### config.mk
export PLATFORM = sky130hd
export DESIGN_NAME = pipe_ctrl_flat
export DESIGN_NICKNAME = d
export VERILOG_FILES = /design/src/rtl/pipe_ctrl_if.sv /design/src/rtl/pipe_ctrl.sv /design/src/flat_wrapper.sv
export SDC_FILE = /design/constraint.sdc
export NUM_CORES = 1
export LEC_CHECK = 0
export BUFFER_PORTS_ARGS = -buffer_cell sky130_fd_sc_hd__buf_4
export CELL_PAD_IN_SITES_DETAIL_PLACEMENT = 2
export CELL_PAD_IN_SITES_GLOBAL_PLACEMENT = 2
export CORE_MARGIN = 1
export CORE_UTILIZATION = 28
export DETAILED_ROUTE_END_ITERATION = 10
export GPL_TIMING_DRIVEN = 0
export PLACE_DENSITY = 0.8
export SLEW_MARGIN = 20
export SYNTH_ARGS = -nofsm -noshare
export SYNTH_HDL_FRONTEND = slang
export SYNTH_SLANG_ARGS = --single-unit
export TNS_END_PERCENT = 30
### constraint.sdc
create_clock -name clk -period 2.5 [get_ports clk]
set_clock_uncertainty 0.05 [all_clocks]
set_input_delay 0.25 -clock clk [delete_from_list [all_inputs] [get_ports clk]]
set_output_delay 0.25 -clock clk [all_outputs]
set_load 0.01 [all_outputs]
### src/rtl/pipe_ctrl_if.sv
`default_nettype none
//------------------------------------------------------------------------------
//  Module      : pipe_ctrl_if
//  Description : Bundle between the pipeline sequencer and the five-stage
//                core: stall requests, branch resolution and fetch status in;
//                hold/bubble controls, PC redirect and perf counters out.
//  Revision    : 1.0  initial release
//------------------------------------------------------------------------------
interface pipe_ctrl_if;
    logic        rdy;
    logic        if_stall_req;
    logic        id_stall_req;
    logic        ex_stall_req;
    logic        mem_stall_req;
    logic        ex_branch_taken;
    logic [31:0] ex_branch_target;
    logic        if_busy;
    logic [4:0]  stall;
    logic        flush_if_id;
    logic        flush_id_ex;
    logic        redirect_valid;
    logic [31:0] redirect_pc;
    logic        if_discard;
    logic [31:0] stall_cnt;
    logic [31:0] flush_cnt;

    // Core side: drives requests, consumes controls
    modport master (
        output rdy, if_stall_req, id_stall_req, ex_stall_req, mem_stall_req,
               ex_branch_taken, ex_branch_target, if_busy,
        input  stall, flush_if_id, flush_id_ex, redirect_valid, redirect_pc,
               if_discard, stall_cnt, flush_cnt
    );

    // Sequencer side
    modport slave (
        input  rdy, if_stall_req, id_stall_req, ex_stall_req, mem_stall_req,
               ex_branch_taken, ex_branch_target, if_busy,
        output stall, flush_if_id, flush_id_ex, redirect_valid, redirect_pc,
               if_discard, stall_cnt, flush_cnt
    );
endinterface
`default_nettype wire

### src/rtl/pipe_ctrl.sv
`default_nettype none
//------------------------------------------------------------------------------
//  Module      : pipe_ctrl
//  Description : Central pipeline sequencer. Derives per-register hold and
//                bubble controls from stage stall requests, owns branch
//                redirection (deferred while a fetch is in flight) and keeps
//                stall/flush performance counters.
//  Revision    : 1.0  initial release
//------------------------------------------------------------------------------
module pipe_ctrl (
    input  wire logic  clk,
    input  wire logic  rst,
    pipe_ctrl_if.slave bus
);

    localparam logic [0:0] ST_IDLE = 1'b0;
    localparam logic [0:0] ST_PEND = 1'b1;

    logic [0:0]  r_state;
    logic        r_redirect_valid;
    logic        r_if_discard;
    logic [31:0] r_redirect_pc;
    logic [31:0] r_stall_cnt;
    logic [31:0] r_flush_cnt;

    logic [4:0]  w_req_stall;
    logic        w_if_bubble;
    logic        w_id_bubble;
    logic        w_pend;
    logic [4:0]  w_stall;
    logic        w_accept;
    logic        w_flush_if_id;
    logic        w_flush_id_ex;
    logic [0:0]  w_state_nxt;
    logic        w_valid_nxt;

    assign w_pend = (r_state == ST_PEND);

    // Deepest requesting stage wins: it and everything upstream of it hold
    always_comb begin
        w_req_stall = 5'b00000;
        w_if_bubble = 1'b0;
        w_id_bubble = 1'b0;
        if (bus.mem_stall_req) begin
            w_req_stall = 5'b01111;
        end else if (bus.ex_stall_req) begin
            w_req_stall = 5'b00111;
        end else if (bus.id_stall_req) begin
            w_req_stall = 5'b00011;
            w_id_bubble = 1'b1;
        end else if (bus.if_stall_req) begin
            w_req_stall = 5'b00001;
            w_if_bubble = 1'b1;
        end
    end

    // Hold/bubble outputs and branch acceptance; rdy=0 freezes everything
    always_comb begin
        w_stall       = 5'b11111;
        w_accept      = 1'b0;
        w_flush_if_id = 1'b0;
        w_flush_id_ex = 1'b0;
        if (bus.rdy) begin
            // A pending redirect keeps the PC parked until the stale fetch returns
            w_stall       = w_req_stall | {4'b0000, w_pend};
            // A branch in a held EX stage is re-presented later, so ignore it now
            w_accept      = bus.ex_branch_taken && !w_stall[2];
            w_flush_if_id = w_if_bubble | w_accept | w_pend;
            w_flush_id_ex = w_id_bubble | w_accept;
        end
    end

    // Redirect sequencing: issue immediately if fetch is idle, else wait in PEND
    always_comb begin
        w_state_nxt = r_state;
        w_valid_nxt = 1'b0;
        case (r_state)
            ST_IDLE: begin
                w_valid_nxt = w_accept && !bus.if_busy;
                if (w_accept && bus.if_busy) begin
                    w_state_nxt = ST_PEND;
                end
            end
            ST_PEND: begin
                w_valid_nxt = !bus.if_busy;
                if (!bus.if_busy) begin
                    w_state_nxt = ST_IDLE;
                end
            end
            default: begin
                w_state_nxt = ST_IDLE;
            end
        endcase
    end

    // State, redirect target and counters advance only while the core runs
    always_ff @(posedge clk) begin
        if (rst) begin
            r_state          <= ST_IDLE;
            r_redirect_valid <= 1'b0;
            r_if_discard     <= 1'b0;
            r_redirect_pc    <= 32'd0;
            r_stall_cnt      <= 32'd0;
            r_flush_cnt      <= 32'd0;
        end else if (bus.rdy) begin
            r_state          <= w_state_nxt;
            r_redirect_valid <= w_valid_nxt;
            r_if_discard     <= (w_state_nxt == ST_PEND);
            if (w_accept) begin
                r_redirect_pc <= bus.ex_branch_target;
                r_flush_cnt   <= r_flush_cnt + 32'd1;
            end
            if (w_stall[0]) begin
                r_stall_cnt <= r_stall_cnt + 32'd1;
            end
        end
    end

    assign bus.stall          = w_stall;
    assign bus.flush_if_id    = w_flush_if_id;
    assign bus.flush_id_ex    = w_flush_id_ex;
    // A pulse registered just before a freeze is delivered once rdy returns
    assign bus.redirect_valid = r_redirect_valid & bus.rdy;
    assign bus.redirect_pc    = r_redirect_pc;
    assign bus.if_discard     = r_if_discard;
    assign bus.stall_cnt      = r_stall_cnt;
    assign bus.flush_cnt      = r_flush_cnt;

endmodule
`default_nettype wire

### src/flat_wrapper.sv
// flat-port wrapper written by rule: the top's interface ports become plain ports
module pipe_ctrl_flat 
  (clk, rst, bus_rdy, bus_if_stall_req, bus_id_stall_req, bus_ex_stall_req, bus_mem_stall_req, bus_ex_branch_taken, bus_ex_branch_target, bus_if_busy, bus_stall, bus_flush_if_id, bus_flush_id_ex, bus_redirect_valid, bus_redirect_pc, bus_if_discard, bus_stall_cnt, bus_flush_cnt);
  pipe_ctrl_if bus_i ();
  input  wire logic clk;
  input  wire logic rst;
  input wire logic [$bits(bus_i.rdy)-1:0] bus_rdy;
  input wire logic [$bits(bus_i.if_stall_req)-1:0] bus_if_stall_req;
  input wire logic [$bits(bus_i.id_stall_req)-1:0] bus_id_stall_req;
  input wire logic [$bits(bus_i.ex_stall_req)-1:0] bus_ex_stall_req;
  input wire logic [$bits(bus_i.mem_stall_req)-1:0] bus_mem_stall_req;
  input wire logic [$bits(bus_i.ex_branch_taken)-1:0] bus_ex_branch_taken;
  input wire logic [$bits(bus_i.ex_branch_target)-1:0] bus_ex_branch_target;
  input wire logic [$bits(bus_i.if_busy)-1:0] bus_if_busy;
  output wire logic [$bits(bus_i.stall)-1:0] bus_stall;
  output wire logic [$bits(bus_i.flush_if_id)-1:0] bus_flush_if_id;
  output wire logic [$bits(bus_i.flush_id_ex)-1:0] bus_flush_id_ex;
  output wire logic [$bits(bus_i.redirect_valid)-1:0] bus_redirect_valid;
  output wire logic [$bits(bus_i.redirect_pc)-1:0] bus_redirect_pc;
  output wire logic [$bits(bus_i.if_discard)-1:0] bus_if_discard;
  output wire logic [$bits(bus_i.stall_cnt)-1:0] bus_stall_cnt;
  output wire logic [$bits(bus_i.flush_cnt)-1:0] bus_flush_cnt;
  assign bus_i.rdy = bus_rdy;
  assign bus_i.if_stall_req = bus_if_stall_req;
  assign bus_i.id_stall_req = bus_id_stall_req;
  assign bus_i.ex_stall_req = bus_ex_stall_req;
  assign bus_i.mem_stall_req = bus_mem_stall_req;
  assign bus_i.ex_branch_taken = bus_ex_branch_taken;
  assign bus_i.ex_branch_target = bus_ex_branch_target;
  assign bus_i.if_busy = bus_if_busy;
  assign bus_stall = bus_i.stall;
  assign bus_flush_if_id = bus_i.flush_if_id;
  assign bus_flush_id_ex = bus_i.flush_id_ex;
  assign bus_redirect_valid = bus_i.redirect_valid;
  assign bus_redirect_pc = bus_i.redirect_pc;
  assign bus_if_discard = bus_i.if_discard;
  assign bus_stall_cnt = bus_i.stall_cnt;
  assign bus_flush_cnt = bus_i.flush_cnt;
  pipe_ctrl u_core (.clk(clk), .rst(rst), .bus(bus_i));
endmodule
==> impl_metrics.ini, run 1 <==
[timing]
timing.final.hold_violations = 0
transition_at_the_pin_with_the_smallest_max_transition_slack_ns = 0.6731
timing.final.crit_share = 0.9399
hold_ws_ns = 0.08531
fin_max_slew_vios = 0
setup_violations = 0
final.min_clock_period_ns = 2.350
max-slew-margin-rel = 0.5508
max_freq_mhz = 425.6

[synthesis]
synth_largest_area_cell = sky130_fd_sc_hd__dfxtp_1
postSynthRegisterBits = 98
yosys_warnings = 0
netlist_area_mm2 = 0.004310
yosysTopAreaCellShare = 0.4552
syn_area_per_cell_um2 = 8.242
synth_area_leaders = sky130_fd_sc_hd__dfxtp_1 (46%), sky130_fd_sc_hd__a21oi_1 (9.4%), sky130_fd_sc_hd__nand2_1 (7.6%), sky130_fd_sc_hd__or4_1 (5.1%), sky130_fd_sc_hd__o31ai_1 (4.5%)
synth.lib_cells_used.distinct = 35
synth_sequential_area_ratio = 0.4552
syn_nets = 566
synthCells = 523

[route]
detail_route.wirelength_um = 15400
drt-pass1-iter-count = 4
route.detailed.vias_per_inst = 5.231
route.detailed.wl_per_inst_um = 17.72
ant_nets = 0
remaining_drc_errors = 0
vias = 4546
detailedRoute.firstIterationViolations = 110

[clock_network]
cts_root_buf = sky130_fd_sc_hd__clkbuf_16
clock_sinks = 98
clk_path_buf_depth = 2
clkSlewWorstSetupHoldPaths_ns = 0.07
skew_pair_late_insertion_delay_ns = 0.36
cts_h_tree_depth = 3
cts_made_buffers = 9
cts_tree = yes

[worst_setup_path]
reg2reg_depth = 6
timing.critical_path.required_ns = 2.67
cp_data_arrival_time_ns = 2.52
max_stage_delay_ns = 0.45
crit_fanout = 10
reg2reg_from = u_core.bus.stall_cnt[10]$_SDFFE_PP0P_
startpoint_type = register
worst_setup_path_end_kind = register
worst-r2r-setup-slack_ns = 0.15
cp_max_stage_cell = sky130_fd_sc_hd__dfxtp_1
r2r_end = u_core.bus.stall_cnt[26]$_SDFFE_PP0P_
crit_path_cell_trace = and4_1, nand4_1, clkbuf_2, clkbuf_1, o31ai_1, a21oi_1
criticalPathCategory = reg -> reg

[grt]
grt_usage = 0.1974
first_global_vias = 4881
grt_max_degree = 17
grt.busiest_layer = met2
use_met3 = 0.04758
grt.met2_usage = 0.3552
total_overflow_reported_by_the_global_router = 0
grt_pass1_wl_um = 25010
grt_antenna_before_repair = 0
use_met1 = 0.2266

[floorplanning]
die-height_um = 126.1
row_count = 44
floorplan.die.width_um = 126.1
pin_count = 146
die_area_mm2 = 0.01589
core_area_mm2 = 0.01475
initial_core_util = 0.2921

[place]
placed_cells_incl_taps = 850
place.port_buffers = 143
place_congestion = 0.7429
placed_cell_area_mm2 = 0.005614
dp_hpwl_um = 11680

[cells_and_area]
layout.cells.non_filler = 869
finalNetCount = 723
num_antenna_cells = 0
post-route-cell-area_mm2 = 0.005951
final_layout_size_suffix_gt1_frac = 0.2628
area_growth_syn_to_layout_pct = 38.06

[worst_hold_path]
hold_path_origin = bus_ex_branch_target[10]
hp-class = in -> reg
whs_path_depth = 3
hold-path-endpoint = u_core.bus.redirect_pc[10]$_SDFFE_PP0P_

[power_and_ir_drop]
vdd_ir_drop_max_v = 0.0003275
p_per_area_mw_per_mm2 = 536.6
power_leakage_nw = 2.185

[status]
outcome = completed

[flow_run]
max_cap_viol_count = 0
[power breakdown]
group          switching, W  internal, W  leakage, nW
registers         0.0000118      0.00158        0.791
logic              0.000102    0.0000873         1.25
clock network      0.000642     0.000775        0.142
total              0.000756      0.00244         2.18
[critical path: cells and delay by family, from the launching register on]
| family | cells | cell delay (ns) |
|---|---|---|
| buf+inv | 2 | 0.58 |
| compound gates | 2 | 0.48 |
| flops | 1 | 0.45 |
| simple gates | 2 | 0.65 |
[placed cells by master (no fill, tap or decap), drive strengths merged, types with 5 or more instances in the layout]
cell type	count
buf	155
dfxtp	98
o31ai	26
nor2	21
a21oi	81
and3	5
nand2	87
nand4	14
clkbuf	38
or3	23
xor2	11
o21ai	22
nand3	19
or4	31
inv	8
and4	8
[how the worst max path moves through the flow]
| stage | startpoint | endpoint | slack, ns | depth (start not counted) |
|---|---|---|---|---|
| 5_1_grt | u_core.bus.stall_cnt[10]$_SDFFE_PP0P_ | u_core.bus.stall_cnt[26]$_SDFFE_PP0P_ | -0.02 | 6 |
| 4_1_cts | u_core.bus.flush_cnt[10]$_SDFFE_PP0P_ | u_core.bus.flush_cnt[26]$_SDFFE_PP0P_ | 0.03 | 7 |
| 3_3_place_gp | u_core.bus.flush_cnt[10]$_SDFFE_PP0P_ | u_core.bus.flush_cnt[21]$_SDFFE_PP0P_ | 0.09 | 7 |
| 3_5_place_dp | u_core.r_state$_SDFFE_PP0P_ | u_core.bus.stall_cnt[27]$_SDFFE_PP0P_ | -0.01 | 6 |
| 6_report | u_core.bus.stall_cnt[10]$_SDFFE_PP0P_ | u_core.bus.stall_cnt[26]$_SDFFE_PP0P_ | 0.15 | 6 |
| 2_1_floorplan | u_core.bus.flush_cnt[3]$_SDFFE_PP0P_ | u_core.bus.flush_cnt[16]$_SDFFE_PP0P_ | 0.49 | 5 |
[cell families (layout without fill, tap and decap cells)]
kind of cell,Yosys count,in the layout,share of synthesized area
buffers and inverters,45,207,0.04557
xor gates and xnor gates,15,15,0.03048
muxes,2,2,0.004935
DFF,98,98,0.4552
adders and majority gates,2,2,0.005805
and+or+nand+nor,223,223,0.2763
AOI/OAI and AO/OA,138,138,0.1817
[cell usage after synthesis (all sizes together)]
cell type and number:
buf 8, and2 4, nand2 87, and3 5, or3 23, or2 2, nand4bb 1, or4 31
o2111ai 4, nand4 14, inv 7, nor2 21, xnor2 4, a21oi 81, or4b 1, and4 8
o211ai 4, clkbuf 30, o21a 1, mux2i 1, dfxtp 98, ha 2, nor4bb 1, nor3 4
mux2 1, o21ai 22, nand3 19, o31ai 26, nor2b 1, nand2b 1, xor2 11
[metal layers]
layer	vias up	wire (µm)
met1	2241	6513
met2	75	7946
met3	12	736
li1	2218	-
met5	-	0
met4	0	204
[sequential cells by signal, summed over array words and instances, names as in the netlist]
name                     cells
u_core.bus.stall_cnt        32
u_core.r_state               1
u_core.bus.redirect_pc      32
u_core.bus.flush_cnt        32
u_core.r_redirect_valid      1
[what timing repair did]
action / 4_1_cts / 5_1_grt
gates resized for setup: 0 / 12
hold buffers: 0 / 0
setup endpoints to repair: 1 / 21
pin swaps: 1 / 2
setup buffers: 1 / 2
[area by class of cell]
type / instances / area (µm²)
timing repair buffer: 146 / 1096
inverter: 7 / 26.28
buffer: 38 / 175.2
fill: 1681 / 8803
multi-input combinational: 380 / 2167
clock buffer: 9 / 225.2
tap: 184 / 230.2
sequential: 98 / 1962
clock inverter: 7 / 68.82
[through the flow]
stage / worst slack, ns / TNS [ns] / util / total power, W
3_5_place_dp: -0.01127 / -0.01127 / 0.3805 / 0.001817
3_3_place_gp: 0.09048 / 0 / 0.3805 / 0.001808
2_1_floorplan: 0.4877 / 0 / - / 0.001700
6_report: 0.1502 / 0 / 0.4033 / 0.003193
5_1_grt: -0.01590 / -0.01719 / 0.4033 / 0.003305
4_1_cts: 0.03292 / 0 / 0.4010 / 0.003239
(Power assumes the default switching activity.)
==> run 2: changes to the inputs <==
--- a/config.mk
+++ b/config.mk
@@ -5,14 +5,16 @@
 export SDC_FILE = /design/constraint.sdc
 export NUM_CORES = 1
 export LEC_CHECK = 0
+export ABC_AREA = 1
 export BUFFER_PORTS_ARGS = -buffer_cell sky130_fd_sc_hd__buf_4
 export CELL_PAD_IN_SITES_DETAIL_PLACEMENT = 2
 export CELL_PAD_IN_SITES_GLOBAL_PLACEMENT = 2
+export CORE_ASPECT_RATIO = 0.8
 export CORE_MARGIN = 1
-export CORE_UTILIZATION = 28
+export CORE_UTILIZATION = 27
 export DETAILED_ROUTE_END_ITERATION = 10
 export GPL_TIMING_DRIVEN = 0
-export PLACE_DENSITY = 0.8
+export PLACE_DENSITY = 0.81
 export SLEW_MARGIN = 20
 export SYNTH_ARGS = -nofsm -noshare
 export SYNTH_HDL_FRONTEND = slang
==> run 2 against run 1 <==
Combinational power rose by 11%. Clock power increased by 5%. First-iteration DRC count grew 53%. Routed wire length is 20% higher. Global-route usage is 1.7 points higher. Final cell count grew 24%. Utilization shrank 2.4 points. Flip-flop and latch count is the same. Highest routed layer unchanged.
==> impl_metrics.ini, run 2 <==
[status]
outcome = completed

[power_and_ir_drop]
p_per_area_mw_per_mm2 = 515.8
power_leakage_nw = 2.625
vdd_ir_drop_max_v = 0.0003311

[route]
route.detailed.vias_per_inst = 4.874
drt-pass1-iter-count = 5
remaining_drc_errors = 0
detail_route.wirelength_um = 18490
route.detailed.wl_per_inst_um = 17.17
vias = 5249
ant_nets = 0
detailedRoute.firstIterationViolations = 168

[place]
placed_cell_area_mm2 = 0.006062
place_congestion = 0.7790
dp_hpwl_um = 14640
place_worst_setup_slack_ns = 0.6316
place.port_buffers = 144

[timing]
transition_at_the_pin_with_the_smallest_max_transition_slack_ns = 0.8116
hold_ws_ns = 0.04064
max-slew-margin-rel = 0.4589
timing.final.hold_violations = 0
final_total_negative_setup_slack_ns = 0
max_freq_mhz = 519.9
setup_violations = 0
timing.final.crit_share = 0.7693
fin_max_slew_vios = 0
timing.final.ws_setup_ns = 0.5766
grt_setup_unrepaired = no
final.min_clock_period_ns = 1.923

[worst_setup_path]
crit_fanout = 5
worst-r2r-setup-slack_ns = 0.58
crit_path_cell_trace = ha_1, nand3_1, nor2_1, nand3_1, nor2_1, nand2_1, o21ai_0, nor2_1
r2r_end = u_core.bus.stall_cnt[22]$_SDFFE_PP0P_
cpMostUsedCell = sky130_fd_sc_hd__nor2_1
reg2reg_depth = 8
criticalPathCategory = reg -> reg
reg2reg_from = u_core.bus.stall_cnt[0]$_SDFFE_PP0P_
timing.critical_path.required_ns = 2.70
startpoint_type = register
max_stage_delay_ns = 0.42
cp_max_stage_cell = sky130_fd_sc_hd__dfxtp_1
timing.critical_path.from = u_core.bus.stall_cnt[0]$_SDFFE_PP0P_
worst_setup_path_end_kind = register
cp_data_arrival_time_ns = 2.13

[cells_and_area]
final_layout_size_suffix_gt1_frac = 0.2287
postLayoutCoreUtil = 0.3790
num_antenna_cells = 0
n_fill_cell = 2021
area_growth_syn_to_layout_pct = 35.44
layout_common_cells = sky130_fd_sc_hd__nand2_1 (190), sky130_fd_sc_hd__buf_4 (149), sky130_fd_sc_hd__nor2_1 (110)
finalNetCount = 895
post-route-cell-area_mm2 = 0.006374
layout.cells.most_common = sky130_fd_sc_hd__nand2_1

[synthesis]
synth_area_leaders = sky130_fd_sc_hd__dfxtp_1 (42%), sky130_fd_sc_hd__nand2_1 (15%), sky130_fd_sc_hd__nor2_1 (8.8%), sky130_fd_sc_hd__a21oi_1 (6.8%), sky130_fd_sc_hd__inv_1 (5.4%)
yosysTopAreaCellShare = 0.4169
syn_nets = 740
netlist_area_mm2 = 0.004706
synth_largest_area_cell = sky130_fd_sc_hd__dfxtp_1
synth_enable_flop_cells = 0
syn_area_per_cell_um2 = 6.751
most_frequently_used_flop_master_after_synthesis = sky130_fd_sc_hd__dfxtp_1
synthCells = 697
postSynthRegisterBits = 98
ffs_w_async_s_r_synth = 0
post_synth_most_frequent_cells = sky130_fd_sc_hd__nand2_1 (190), sky130_fd_sc_hd__nor2_1 (110), sky130_fd_sc_hd__dfxtp_1 (98)
synth.lib_cells_used.distinct = 36
yosys_warnings = 0
synth.most_common_cell = sky130_fd_sc_hd__nand2_1
synth_sequential_area_ratio = 0.4169

[flow_run]
max_cap_viol_count = 0

[clock_network]
skew_pair_late_insertion_delay_ns = 0.36
clock_sinks = 98
clkSlewWorstSetupHoldPaths_ns = 0.07
clk_path_buf_depth = 2
cts.repair.resized = 0
hold_buffers = 0
cts_tree = yes
cts_made_buffers = 9
post-cts-setup-buffers = 0
cts_h_tree_depth = 3
cts_root_buf = sky130_fd_sc_hd__clkbuf_16

[grt]
grt_antenna_before_repair = 0
grt_pass1_wl_um = 29760
total_overflow_reported_by_the_global_router = 0
grt_usage = 0.2143
grt_max_degree = 18
first_global_vias = 5753

[floorplanning]
row_count = 42
die-height_um = 120.1
floorplan.die.width_um = 149.6
core_area_mm2 = 0.01682
initial_core_util = 0.2798
pin_count = 146
die_area_mm2 = 0.01796

[worst_hold_path]
whs_path_depth = 2
hold-path-endpoint = u_core.r_redirect_valid$_SDFFE_PP0P_
hold_path_origin = bus_if_busy
hp-class = in -> reg
[run 2: final cells by class]
cell class                 count  area [µm²]  share of cell area
clock inverter                 6       72.57             0.01139
tap                          220       275.3             0.04319
timing repair buffer         144        1081              0.1696
multi-input combinational    509        2380              0.3734
inverter                      69       259.0             0.04064
buffer                        21       105.1             0.01649
clock buffer                  10       239.0             0.03750
sequential                    98        1962              0.3078
[run 2: how the worst max path moves through the flow]
stage | to | cells past startpoint
floorplan | u_core.bus.flush_cnt[30]$_SDFFE_PP0P_ | 10
global placement | u_core.bus.stall_cnt[22]$_SDFFE_PP0P_ | 8
detailed placement | u_core.bus.stall_cnt[22]$_SDFFE_PP0P_ | 8
CTS | u_core.bus.stall_cnt[22]$_SDFFE_PP0P_ | 8
global route | u_core.bus.stall_cnt[22]$_SDFFE_PP0P_ | 8
finish | u_core.bus.stall_cnt[22]$_SDFFE_PP0P_ | 8
[run 2: per-stage QoR]
step / cells / total power (W)
6_report: 1077 / 0.003288
5_1_grt: 1077 / 0.003407
4_1_cts: 1077 / 0.003342
3_5_place_dp: 1061 / 0.001837
3_3_place_gp: 1061 / 0.001824
2_1_floorplan: 697 / 0.001712
[run 2: power breakdown]
group | internal (W) | switching, W
Clock | 0.000815 | 0.000676
Sequential | 0.00157 | 0.0000123
Combinational | 0.0000922 | 0.000118
[run 2: worst max-delay path, delay by kind of cell (launching register included)]
| family | cells | cell delay (ns) |
|---|---|---|
| and+or+nand+nor | 6 | 0.90 |
| adders and majority gates | 1 | 0.24 |
| AOI/OAI and AO/OA | 1 | 0.21 |
| DFF | 1 | 0.42 |
[run 2: kinds of logic (layout without fill, tap and decap cells)]
family / Yosys count / in the layout / share of synthesized area
XOR/XNOR: 7 / 7 / 0.01303
adder cells (fa/ha/maj): 2 / 2 / 0.005317
flip-flops: 98 / 98 / 0.4169
buffers and inverters: 90 / 250 / 0.07737
AO/OA/AOI/OAI: 93 / 93 / 0.1048
AND/OR/NAND/NOR: 407 / 407 / 0.3826
[run 2: routing by layer]
layer | vias to the layer above | track usage | part of all wire
li1 | 2549 | - | -
met1 | 2593 | 0.2673 | 0.45
met2 | 91 | 0.3759 | 0.49
met3 | 16 | 0.04106 | 0.042
met4 | 0 | 0.05166 | 0.012
met5 | - | 0 | 0
==> run 3: changes to the inputs <==
--- a/config.mk
+++ b/config.mk
@@ -5,16 +5,16 @@
 export SDC_FILE = /design/constraint.sdc
 export NUM_CORES = 1
 export LEC_CHECK = 0
-export ABC_AREA = 1
+export ABC_AREA = 0
 export BUFFER_PORTS_ARGS = -buffer_cell sky130_fd_sc_hd__buf_4
 export CELL_PAD_IN_SITES_DETAIL_PLACEMENT = 2
 export CELL_PAD_IN_SITES_GLOBAL_PLACEMENT = 2
 export CORE_ASPECT_RATIO = 0.8
 export CORE_MARGIN = 1
-export CORE_UTILIZATION = 27
+export CORE_UTILIZATION = 28
 export DETAILED_ROUTE_END_ITERATION = 10
 export GPL_TIMING_DRIVEN = 0
-export PLACE_DENSITY = 0.81
+export PLACE_DENSITY = 0.8
 export SLEW_MARGIN = 20
 export SYNTH_ARGS = -nofsm -noshare
 export SYNTH_HDL_FRONTEND = slang
==> constraint.sdc (replaced) <==
create_clock -name clk -period 1.87 [get_ports clk]
set_clock_uncertainty 0.05 [all_clocks]
set_input_delay 0.187 -clock clk [delete_from_list [all_inputs] [get_ports clk]]
set_output_delay 0.187 -clock clk [all_outputs]
set_load 0.01 [all_outputs]
==> run 3 against run 2 <==
The run now ends with DRC, setup timing left. Utilization grew 4.3 points. Sequential power grew 32%. Die area shrank 12%. Clock power grew 24%. Largest cell class unchanged.
==> impl_metrics.ini, run 3 (synthesized netlist as in run 1, its figures left out) <==
[grt]
grt_antenna_before_repair = 0
total_overflow_reported_by_the_global_router = 0
first_global_vias = 4936
grt_max_degree = 17
grt_usage = 0.2080
grt_pass1_wl_um = 26130

[timing]
timing.final.ws_setup_ns = -0.1420
timing.final.crit_share = 1.076
grt_setup_unrepaired = yes
final.min_clock_period_ns = 2.012
transition_at_the_pin_with_the_smallest_max_transition_slack_ns = 0.5941
timing.final.hold_violations = 0
fin_max_slew_vios = 0
setup_violations = 19
max_freq_mhz = 497.0
max-slew-margin-rel = 0.6040

[place]
place.port_buffers = 143
dp_hpwl_um = 11570
place_worst_setup_slack_ns = -0.5735
placed_cell_area_mm2 = 0.005663
place_congestion = 0.7547

[worst_setup_path]
cp_data_arrival_time_ns = 2.25
worst_setup_path_end_kind = register
cpMostUsedCell = sky130_fd_sc_hd__or4_4
criticalPathCategory = reg -> reg
timing.critical_path.required_ns = 2.11
crit_fanout = 7
max_stage_delay_ns = 0.54
cp_max_stage_cell = sky130_fd_sc_hd__or4_4
startpoint_type = register
crit_path_cell_trace = ha_4, nand3_2, or4_4, buf_6, or4_4, a21oi_2

[route]
route.detailed.wl_per_inst_um = 18.47
detailedRoute.firstIterationViolations = 173
vias = 4685
drt-pass1-iter-count = 9
detail_route.wirelength_um = 16500
route.detailed.vias_per_inst = 5.246
remaining_drc_errors = 2
ant_nets = 0

[floorplanning]
row_count = 40
die_area_mm2 = 0.01590
die-height_um = 113.0
initial_core_util = 0.2871
floorplan.die.width_um = 140.7
core_area_mm2 = 0.01501
pin_count = 146

[clock_network]
cts_root_buf = sky130_fd_sc_hd__clkbuf_16
clk_path_buf_depth = 2
skew_pair_late_insertion_delay_ns = 0.35
hold_buffers = 0
cts_made_buffers = 9
clkSlewWorstSetupHoldPaths_ns = 0.07
cts_h_tree_depth = 3
cts_tree = yes
clock_sinks = 98

[cells_and_area]
layout.cells.most_common = sky130_fd_sc_hd__buf_4
post-route-cell-area_mm2 = 0.006342
n_fill_cell = 1692
num_antenna_cells = 0
layout_common_cells = sky130_fd_sc_hd__buf_4 (167), sky130_fd_sc_hd__nand2_1 (86), sky130_fd_sc_hd__a21oi_1 (77)
final_layout_size_suffix_gt1_frac = 0.3665
area_growth_syn_to_layout_pct = 47.14
finalNetCount = 742

[power_and_ir_drop]
p_per_area_mw_per_mm2 = 664.6
power_leakage_nw = 2.359
vdd_ir_drop_max_v = 0.0004064

[status]
outcome = finished, violations left
violated_checks = DRC, setup timing

[worst_hold_path]
hp-class = in -> reg

[flow_run]
max_cap_viol_count = 0
## run 3: cell count changes in the layout (fill, tap and decap cells not counted), moves of 10 or more
| cell | change |
|---|---|
| sky130_fd_sc_hd__dfxtp_4 | +15 |
| sky130_fd_sc_hd__o31ai_1 | +20 |
| sky130_fd_sc_hd__dfxtp_2 | +17 |
| sky130_fd_sc_hd__a21oi_1 | +13 |
| sky130_fd_sc_hd__nand2_1 | -104 |
| sky130_fd_sc_hd__clkbuf_1 | +14 |
| sky130_fd_sc_hd__inv_1 | -61 |
| sky130_fd_sc_hd__dfxtp_1 | -32 |
| sky130_fd_sc_hd__or3_1 | +22 |
| sky130_fd_sc_hd__nor3_1 | -10 |
| sky130_fd_sc_hd__nand3_1 | -26 |
| sky130_fd_sc_hd__or4_1 | +25 |
| sky130_fd_sc_hd__nor2_1 | -89 |
| sky130_fd_sc_hd__buf_4 | +18 |
## run 3: area by class of cell
cell class	instances	area, µm²	share of cell area
Multi-Input combinational cell	380	2266	0.3573
Sequential cell	98	2039	0.3216
Timing Repair Buffer	169	1270	0.2002
Clock buffer	11	254.0	0.04005
Tap cell	189	236.5	0.03729
Buffer	34	214.0	0.03373
Clock inverter	5	36.28	0.005721
Inverter	7	26.28	0.004143
## run 3: through the flow
stage	setup TNS, ns	power (W)	utilization	hold WS [ns]	std cells
finish	-1.319	0.004215	0.4224	0.03018	893
global route	-3.853	0.004373	0.4224	0.03179	893
detailed placement	-17.09	0.002428	0.3772	0.3975	855
global placement	-13.14	0.002415	0.3772	0.3851	855
floorplan	-0.2175	0.002272	-	0.2730	523
CTS	-0.9558	0.004277	0.4162	0.01987	887
## run 3: critical path: cells and delay by family (launching register included)
kind                     cells  cell delay (ns)
AND/OR/NAND/NOR              3             1.08
flip-flops                   1             0.38
adder cells (fa/ha/maj)      1             0.16
buffers and inverters        1             0.16
AO/OA/AOI/OAI                1             0.11
## run 3: where the power goes
part | leakage [nW] | switching [W] | internal, W
clock | 0.133 | 0.000862 | 0.000988
sequential | 0.812 | 0.0000163 | 0.00209
combinational | 1.41 | 0.000141 | 0.000123
## run 3: worst paths after layout
check	to	slack, ns	startpoint	depth (start not counted)
hold reg to reg	u_core.bus.redirect_pc[13]$_SDFFE_PP0P_	0.41	u_core.bus.redirect_pc[13]$_SDFFE_PP0P_	2
hold / removal	u_core.bus.redirect_pc[26]$_SDFFE_PP0P_	0.03	bus_ex_branch_target[26]	3
setup reg to reg	u_core.bus.flush_cnt[24]$_SDFFE_PP0P_	-0.14	u_core.bus.flush_cnt[1]$_SDFFE_PP0P_	6
setup / recovery	u_core.bus.flush_cnt[24]$_SDFFE_PP0P_	-0.14	u_core.bus.flush_cnt[1]$_SDFFE_PP0P_	6
## run 3: layer usage
| layer | vias to the layer above | GRT usage | wire [µm] |
|---|---|---|---|
| met2 | 95 | 0.3745 | 8321 |
| li1 | 2253 | - | - |
| met4 | 0 | 0.04638 | 201 |
| met3 | 17 | 0.05248 | 819 |
| met5 | - | 0 | 0 |
| met1 | 2320 | 0.2490 | 7154 |
## run 3: repair_timing
action                                  4_1_cts  5_1_grt
setup buffers                                17        7
pin swaps                                    20       11
gates cloned                                  2        0
endpoints found under the setup margin       49       47
gates resized for setup                      68       15
